$ cat config.mk
export PLATFORM = sky130hd
export DESIGN_NAME = uart_frame_sched
export DESIGN_NICKNAME = d
export VERILOG_FILES = /design/src/rtl/uart_frame_sched.sv
export SDC_FILE = /design/constraint.sdc
export NUM_CORES = 1
export LEC_CHECK = 0
export CAP_MARGIN = 20
export CELL_PAD_IN_SITES_DETAIL_PLACEMENT = 0
export CELL_PAD_IN_SITES_GLOBAL_PLACEMENT = 1
export CORE_ASPECT_RATIO = 1.1
export CORE_MARGIN = 2
export CORE_UTILIZATION = 39
export DETAILED_ROUTE_END_ITERATION = 7
export GPL_ROUTABILITY_DRIVEN = 0
export PLACE_DENSITY = 0.85
export SLEW_MARGIN = 40
export SYNTH_ARGS = -nofsm -noshare
export SYNTH_HDL_FRONTEND = slang
export SYNTH_SLANG_ARGS = --single-unit
$ cat constraint.sdc
create_clock -name i_clk -period 2.5 [get_ports i_clk]
set_input_delay 0.625 -clock i_clk [delete_from_list [all_inputs] [get_ports i_clk]]
set_output_delay 0.625 -clock i_clk [all_outputs]
set_load 0.02 [all_outputs]
$ cat src/rtl/uart_frame_sched.sv
// uart_frame_sched: frames FFT result words for the byte-wide UART transmitter.
// Frame layout: SYNC_BYTE, length byte, N_WORDS words (high byte first), 8-bit checksum.
// The RAM read address is presented before the data is needed (one cycle of latency).
module uart_frame_sched #(
  parameter int unsigned N_WORDS   = 16,
  parameter logic [7:0]  SYNC_BYTE = 8'hA5,
  parameter int unsigned TIMEOUT   = 8192,
  localparam int unsigned AW       = (N_WORDS > 1) ? $clog2(N_WORDS) : 1
) (
  input  logic          i_clk,
  input  logic          i_rst,
  input  logic          i_frame_req,
  output logic          o_busy,
  output logic [AW-1:0] o_rd_addr,
  input  logic [15:0]   i_rd_data,
  output logic          o_tx_start,
  output logic [7:0]    o_tx_byte,
  input  logic          i_tx_busy,
  input  logic          i_tx_done,
  output logic          o_frame_done,
  output logic          o_err
);

  localparam int unsigned TW = (TIMEOUT > 1) ? $clog2(TIMEOUT) : 1;

  typedef enum logic [3:0] {
    StIdle,
    StHdr,
    StLen,
    StRd,
    StHi,
    StLo,
    StCsum,
    StWait,
    StFin
  } state_e;

  state_e        state_q;
  state_e        next_q;
  logic          pending_q;
  logic [7:0]    csum_q;
  logic [7:0]    lo_q;
  logic [TW-1:0] tmo_q;

  logic          is_launch;
  logic [7:0]    launch_byte;
  state_e        launch_next;
  logic          last_word;

  assign last_word = (o_rd_addr == AW'(N_WORDS - 1));

  // Byte and follow-on state for whichever launch state is current.
  always_comb begin
    is_launch   = 1'b0;
    launch_byte = 8'h00;
    launch_next = StIdle;
    case (state_q)
      StHdr: begin
        is_launch   = 1'b1;
        launch_byte = SYNC_BYTE;
        launch_next = StLen;
      end
      StLen: begin
        is_launch   = 1'b1;
        launch_byte = 8'(N_WORDS);
        launch_next = StRd;
      end
      StHi: begin
        is_launch   = 1'b1;
        launch_byte = i_rd_data[15:8];
        launch_next = StLo;
      end
      StLo: begin
        is_launch   = 1'b1;
        launch_byte = lo_q;
        launch_next = last_word ? StCsum : StRd;
      end
      StCsum: begin
        is_launch   = 1'b1;
        launch_byte = csum_q;
        launch_next = StFin;
      end
      default: ;
    endcase
  end

  // Frame sequencer: state, handshake outputs, checksum, pending request and timeout.
  always_ff @(posedge i_clk or posedge i_rst) begin
    if (i_rst) begin
      state_q      <= StIdle;
      next_q       <= StIdle;
      pending_q    <= 1'b0;
      csum_q       <= 8'h00;
      lo_q         <= 8'h00;
      tmo_q        <= '0;
      o_busy       <= 1'b0;
      o_rd_addr    <= '0;
      o_tx_start   <= 1'b0;
      o_tx_byte    <= 8'h00;
      o_frame_done <= 1'b0;
      o_err        <= 1'b0;
    end else begin
      o_tx_start   <= 1'b0;
      o_frame_done <= 1'b0;
      o_err        <= 1'b0;
      // One-deep request queue; later branches may clear it.
      if (o_busy && i_frame_req) pending_q <= 1'b1;

      if (is_launch) begin
        // Launch states hold and retry while the transmitter is busy.
        if (!i_tx_busy) begin
          o_tx_start <= 1'b1;
          o_tx_byte  <= launch_byte;
          tmo_q      <= '0;
          next_q     <= launch_next;
          state_q    <= StWait;
          if (state_q != StCsum) csum_q <= csum_q + launch_byte;
          if (state_q == StHi) lo_q <= i_rd_data[7:0];
          if (state_q == StLo && !last_word) o_rd_addr <= o_rd_addr + AW'(1);
        end
      end else begin
        case (state_q)
          StIdle: begin
            o_rd_addr <= '0;
            if ((i_frame_req || pending_q) && !i_tx_busy) begin
              state_q <= StHdr;
              csum_q  <= 8'h00;
              o_busy  <= 1'b1;
              // A request arriving while a queued frame is taken stays queued.
              pending_q <= pending_q && i_frame_req && o_busy;
            end
          end
          StRd: state_q <= StHi;
          StWait: begin
            if (i_tx_done) begin
              state_q <= next_q;
            end else if (tmo_q == TW'(TIMEOUT - 1)) begin
              o_err     <= 1'b1;
              o_busy    <= 1'b0;
              o_rd_addr <= '0;
              pending_q <= 1'b0;
              state_q   <= StIdle;
            end else begin
              tmo_q <= tmo_q + TW'(1);
            end
          end
          StFin: begin
            o_frame_done <= 1'b1;
            o_rd_addr    <= '0;
            state_q      <= StIdle;
            // Stay busy across back-to-back frames when another one is queued.
            o_busy       <= pending_q || i_frame_req;
          end
          default: state_q <= StIdle;
        endcase
      end
    end
  end

endmodule

# Word level (Yosys, flattened, before mapping)
# Cells that the tools add are included.
# totals
regBits	54
inputBits	21
# classes
addsub	3
bitwise	2
eq_ne	23
reduce_logical	23
muxes	43
# ops
op	count
2-to-1 mux 13 bit	5
2-to-1 mux 8 bit	5
one-hot mux 8 bit (5 select lines)	1
2-to-1 mux 4 bit	9
one-hot mux 4 bit (5 select lines)	1
2-to-1 mux 1 bit	17
== test 4 x 3 -> 1 bit, second input constant	4
adder 13 x 1 -> 13 bit, second input constant	1
== test 13 bit, second input constant	1
one-hot mux 4 bit (3 select lines)	1
!= test 2 bit, second input constant	5
AND reduction 5 bit	2
!= test 3 bit, second input constant	3
adder 8 bit	1
== test 4 x 2 -> 1 bit, second input constant	2
== test 4 bit, second input constant	2
one-hot mux 4 bit (2 select lines)	1
AND reduction 4 bit	2
!= test 2 x 1 -> 1 bit, second input constant	3
AND reduction 3 bit	2
nonzero test 2 bit	3
nonzero test 3 bit	2
logical AND 1 bit	5
OR reduction 5 bit	1
other kinds (13)	15

# Depth between registers and ports, before layout
# logic_depth
depth_word	6
mapped_depth	13
mapped_depth_nobuf	12

# Worst setup path after synthesis
# No wires, ideal clock.
# synth_timing
path_kind	reg-to-reg
from	register state_q[0]
to	register csum_q[7]
period_less_slack_ps	2747
stages_incl_launch_ff	14
slack_ps	-247
setup_ps	65
arrival_ps	2683
path_buffers	2
t_required_ps	2435
cell_sequence	dfrtp_1 buf_2 buf_2 mux2i_1 nor2_1 a21oi_1 nor2_1 ha_1 a21o_1 a21oi_1 a21oi_1 or3_1 a2111oi_0 a21o_1
# synth_via
elab_chain_cells	6
# synth_lines
item	line_no	source
from (decl)	38	state_e state_q;
from (signal assigned)	90	state_q <= StIdle;
from (signal assigned)	116	state_q <= StWait;
from (signal assigned)	126	state_q <= StHdr;
== test 4 x 3 -> 1 bit, or another cell as far along	57	case (state_q)
one-hot mux 8 bit (5 select lines) (*)	57	
named net launch_byte[3]	46	logic [7:0] launch_byte;
adder 8 bit (*)	117	if (state_q != StCsum) csum_q <= csum_q + launch_byte;
2-to-1 mux 8 bit (*)	117	
2-to-1 mux 8 bit (*)	111	if (!i_tx_busy) begin
2-to-1 mux 8 bit (*)	109	if (is_launch) begin
to (signal assigned)	117	
to (decl)	41	logic [7:0] csum_q;
# Mark *: on every way through the listed nets, which the timed path passes. The rest lies on a longest branch. The select of a mux whose other input is x is not followed.
# A chain may end at the register's enable or synchronous reset.

# Worst setup path after layout
# layout_timing
from	input i_rd_data[10]
to	register csum_q[7]
# layout_via
elab_chain_cells	5
# layout_lines
item	line_no	source
from (decl)	15	input logic [15:0] i_rd_data,
one-hot mux 8 bit (5 select lines)	57	
named net launch_byte[2]	46	
adder 8 bit	117	
2-to-1 mux 8 bit	117	
2-to-1 mux 8 bit	111	
2-to-1 mux 8 bit	109	
# The timed path passes the listed nets, and every way through them passes these cells. The select of a mux whose other input is x is not followed.

==> flow_summary.json <==
{
  "ir_worst_vdd_mv": 0.552,
  "min-delay-start": "next_q[3]",
  "number_of_remaining_drc_errors": 0,
  "clock_tree.buffer_depth": 2,
  "n_antenna_cell": 0,
  "chipWidth_um": 86.2,
  "r2r.worst_path.cells": 11,
  "layout.cell_area.non_filler_um2": 4050,
  "yosys-top-cells-count": "54 x sky130_fd_sc_hd__dfrtp_1, 40 x sky130_fd_sc_hd__nand2_1, 29 x sky130_fd_sc_hd__nor2_1",
  "grt_pass1_wl_um": 11600,
  "cts_inserted_buffers": 5,
  "maxCapViolations": 0,
  "via_count_of_the_first_global_routing_pass": 2479,
  "ys.flop_type": "sky130_fd_sc_hd__dfrtp_1",
  "cts_tree": "built",
  "drt_wl_total_um": 7140,
  "grt_use_met3_pct": 2.53,
  "crit-reg2reg-capture": "csum_q[7]",
  "route.antenna.remaining_nets": 0,
  "fin_ws_ps": -114,
  "layer_carrying_the_most_global_route_usage": "met2",
  "outcome": "complete, but fails checks",
  "drive_gt1_share_pct": 31.3,
  "finalHoldViolations": 0,
  "fp.dieH_um": 94.4,
  "p_leak_nw": 1.89,
  "setup.worst_path.start_class": "input pin",
  "num-fill-cells": 615,
  "rsz0062_at_grt": "true",
  "critical_path.reg2reg.startpoint": "state_q[0]",
  "reg2reg_setup_slack_ps": -110,
  "initial_standard_cell_utilization_of_the_core_pct": 40.9,
  "cts_sinks": 54,
  "ratio_of_final_minimum_period_to_clock_period_pct": 105,
  "area_delta_synth_final_pct": 39.9,
  "finalNetCount": 417,
  "slew_viol_final": 0,
  "drt_pass1_iterations": 4,
  "fp-row-count": 32,
  "critPathBufInv": 2,
  "synth.most_common_cell": "sky130_fd_sc_hd__dfrtp_1",
  "grt_use_met1_pct": 22.8,
  "worst_hold_path_stage_count": 2,
  "tightestPinTransition_ps": 630,
  "detailed_place_hpwl_um": 4810,
  "critical_path.slowest_cell": "sky130_fd_sc_hd__clkdlybuf4s50_1",
  "mapped_cell_area_um2": 2900,
  "die-area_um2": 8130,
  "fmax_mhz": 383,
  "synthDominantCellAreaShare_pct": 46.7,
  "met2_usage_pct": 31.5,
  "timing.critical_path.to_type": "flop",
  "core_region_area_um2": 7090,
  "synthDominantAreaCellType": "sky130_fd_sc_hd__dfrtp_1",
  "clk_transition_reported_paths_ps": 110,
  "num_io_pins": 37,
  "min-delay-path-class": "flop to flop",
  "synth.ff_latch_count": 54,
  "htree_num_levels": 2,
  "aggregate_global_route_resource_usage_pct": 17.8,
  "required_ps": 2710,
  "synth_cells": 296,
  "finClkSkew_ps": 5.07,
  "grt_start_max_net_pins": 55,
  "worstHoldEndpoint": "next_q[3]",
  "worstSetupPathType": "input pin to flop",
  "setup_viol": 3,
  "layout_min_cycle_time_ps": 2610,
  "seq_area_frac_synth_pct": 46.7,
  "root_buffer": "sky130_fd_sc_hd__clkbuf_8",
  "i_o_buffers": 36,
  "routed_via_density": 5.33,
  "failed_checks": "setup timing",
  "clock_insertion_delay_worst_skew_ps": 310,
  "slew-limit-headroom_pct": 57.8,
  "number_of_antenna_violations_at_the_first_check_in_global_routing": 0,
  "synth.lib_cells_used.distinct": 40,
  "timing.setup.tns_ps": -171,
  "dpl_cell_area_um2": 3680,
  "power.density_cell_area_nw_per_um2": 1150,
  "crit_path_cell_trace": "clkdlybuf4s50_1 > nand2_1 > a21oi_2 > a31oi_1 > o21ai_1 > buf_4 > ha_4 > a21o_1 > a21oi_4 > a21oi_2 > or3_4 > a31o_1 > a21o_1",
  "asyncSetResetFlopFracSynth_pct": 100,
  "ys.warnings.count": 0,
  "wl_per_cell_um": 15.1,
  "postSynthAreaPerCell_um2": 9.79,
  "initialDrtViolationCount": 132,
  "grt.overflow.total": 0,
  "cp_slowest_stage_delay_ps": 400,
  "critical_path_arrival_ps": 2830,
  "synthesis.nets": 327,
  "critical-path-top-delay-family": "compound AO/OA/AOI/OAI gates",
  "num_vias": 2517,
  "critPathMaxFanout": 2,
  "synth_top_cells_by_area": "sky130_fd_sc_hd__dfrtp_1 47%, sky130_fd_sc_hd__mux2_2 6.6%, sky130_fd_sc_hd__nand2_1 5.2%",
  "synth-edff-count": 0
}
## tightest hold or removal path, stage by stage (launching register included)
cell and delay [ps]:
sky130_fd_sc_hd__dfrtp_1 360, sky130_fd_sc_hd__nand2_1 50, sky130_fd_sc_hd__nand2_1 50
## where the power goes
group	leakage [nW]	internal, mW	switching (mW)	total, mW
Combinational	1.14	1.44	1.30	2.73
Clock	0.0447	0.203	0.315	0.518
Sequential	0.702	1.15	0.245	1.40
Total	1.89	2.79	1.86	4.65
## layout make-up
type | count | area (um2) | share of cell area (%)
Sequential cell | 54 | 1360 | 33.4
Inverter | 3 | 11.3 | 0.278
Clock buffer | 5 | 68.8 | 1.70
Tap cell | 85 | 106 | 2.63
Clock inverter | 3 | 25.0 | 0.618
Timing Repair Buffer | 97 | 852 | 21.0
Multi-Input combinational cell | 225 | 1630 | 40.3
## worst max path at each step
| stage | start | endpoint | depth (start not counted) | slack (ps) |
|---|---|---|---|---|
| 6_report | i_rd_data[10] | csum_q[7] | 13 | -110 |
| 5_1_grt | state_q[0] | csum_q[7] | 13 | -190 |
| 4_1_cts | state_q[0] | csum_q[7] | 12 | -110 |
| 3_5_place_dp | i_rd_data[12] | csum_q[7] | 10 | -540 |
| 3_3_place_gp | i_rd_data[12] | csum_q[7] | 10 | -500 |
| 2_1_floorplan | state_q[0] | csum_q[7] | 13 | 6 |
## logic make-up (layout without fill, tap and decap cells)
| family | Yosys count | in the layout | share of synthesized area [%] |
|---|---|---|---|
| buf+inv | 17 | 108 | 2.68 |
| fa+ha+maj | 10 | 10 | 4.58 |
| mux | 21 | 21 | 7.99 |
| xor+xnor | 13 | 13 | 3.93 |
| simple gates | 113 | 113 | 19.0 |
| flops | 54 | 54 | 46.7 |
| compound gates | 68 | 68 | 15.2 |
## layout by cell type, fill, tap and decap left out, types with 3 or more instances in the layout
cell type,synthesis,routed
sky130_fd_sc_hd__nor4_2,3,3
sky130_fd_sc_hd__and2_1,3,3
sky130_fd_sc_hd__a31oi_1,7,7
sky130_fd_sc_hd__dfrtp_1,54,51
sky130_fd_sc_hd__o21ai_0,16,12
sky130_fd_sc_hd__xnor2_1,3,3
sky130_fd_sc_hd__clkdlybuf4s50_1,0,32
sky130_fd_sc_hd__dfrtp_2,0,3
sky130_fd_sc_hd__nand2_1,40,39
sky130_fd_sc_hd__and3_1,4,4
sky130_fd_sc_hd__a21oi_1,20,12
sky130_fd_sc_hd__a21o_1,5,5
sky130_fd_sc_hd__buf_4,1,55
sky130_fd_sc_hd__nand3_1,10,10
sky130_fd_sc_hd__buf_6,0,5
sky130_fd_sc_hd__clkbuf_8,0,5
sky130_fd_sc_hd__nand4_1,5,5
sky130_fd_sc_hd__nor2_1,29,28
sky130_fd_sc_hd__mux2i_1,4,3
sky130_fd_sc_hd__ha_1,9,5
sky130_fd_sc_hd__o21a_1,3,3
sky130_fd_sc_hd__xor2_1,10,10
sky130_fd_sc_hd__nor2b_1,5,3
sky130_fd_sc_hd__a22o_1,8,8
sky130_fd_sc_hd__o21ai_1,0,3
sky130_fd_sc_hd__nor3_1,4,3
sky130_fd_sc_hd__a21oi_2,0,7
sky130_fd_sc_hd__mux2_2,17,17
sky130_fd_sc_hd__ha_4,0,3
## flip-flops by register name (all words and copies together) (netlist names), 4 cells and up
register / cells
next_q: 4
tmo_q: 13
lo_q: 8
o_rd_addr: 4
csum_q: 8
o_tx_byte: 8
state_q: 4
## per-layer routing
metal | vias to the layer above | share of wire (%)
li1 | 1234 | -
met1 | 1223 | 43
met2 | 51 | 52
met3 | 9 | 3.5
met4 | 0 | 1.6
met5 | - | 0
## through the flow
stage	hold WS, ps	std cells	utilization [%]	setup slack, ps	power [mW]
floorplan	438	296	-	5.81	2.77
detailed placement	462	450	51.9	-537	3.70
global placement	456	450	51.9	-501	3.66
global route	529	472	57.2	-191	4.97
CTS	489	462	54.3	-109	4.35
finish	485	472	57.2	-114	4.65
## what timing repair did
item / 4_1_cts / 5_1_grt
gates resized for setup: 14 / 29
hold buffers: 0 / 0
buffers inserted: 4 / 12
endpoints found under the setup margin: 3 / 4
cloned: 0 / 0
pin swaps: 14 / 25
Note: power is estimated with default switching activity, not from simulation.
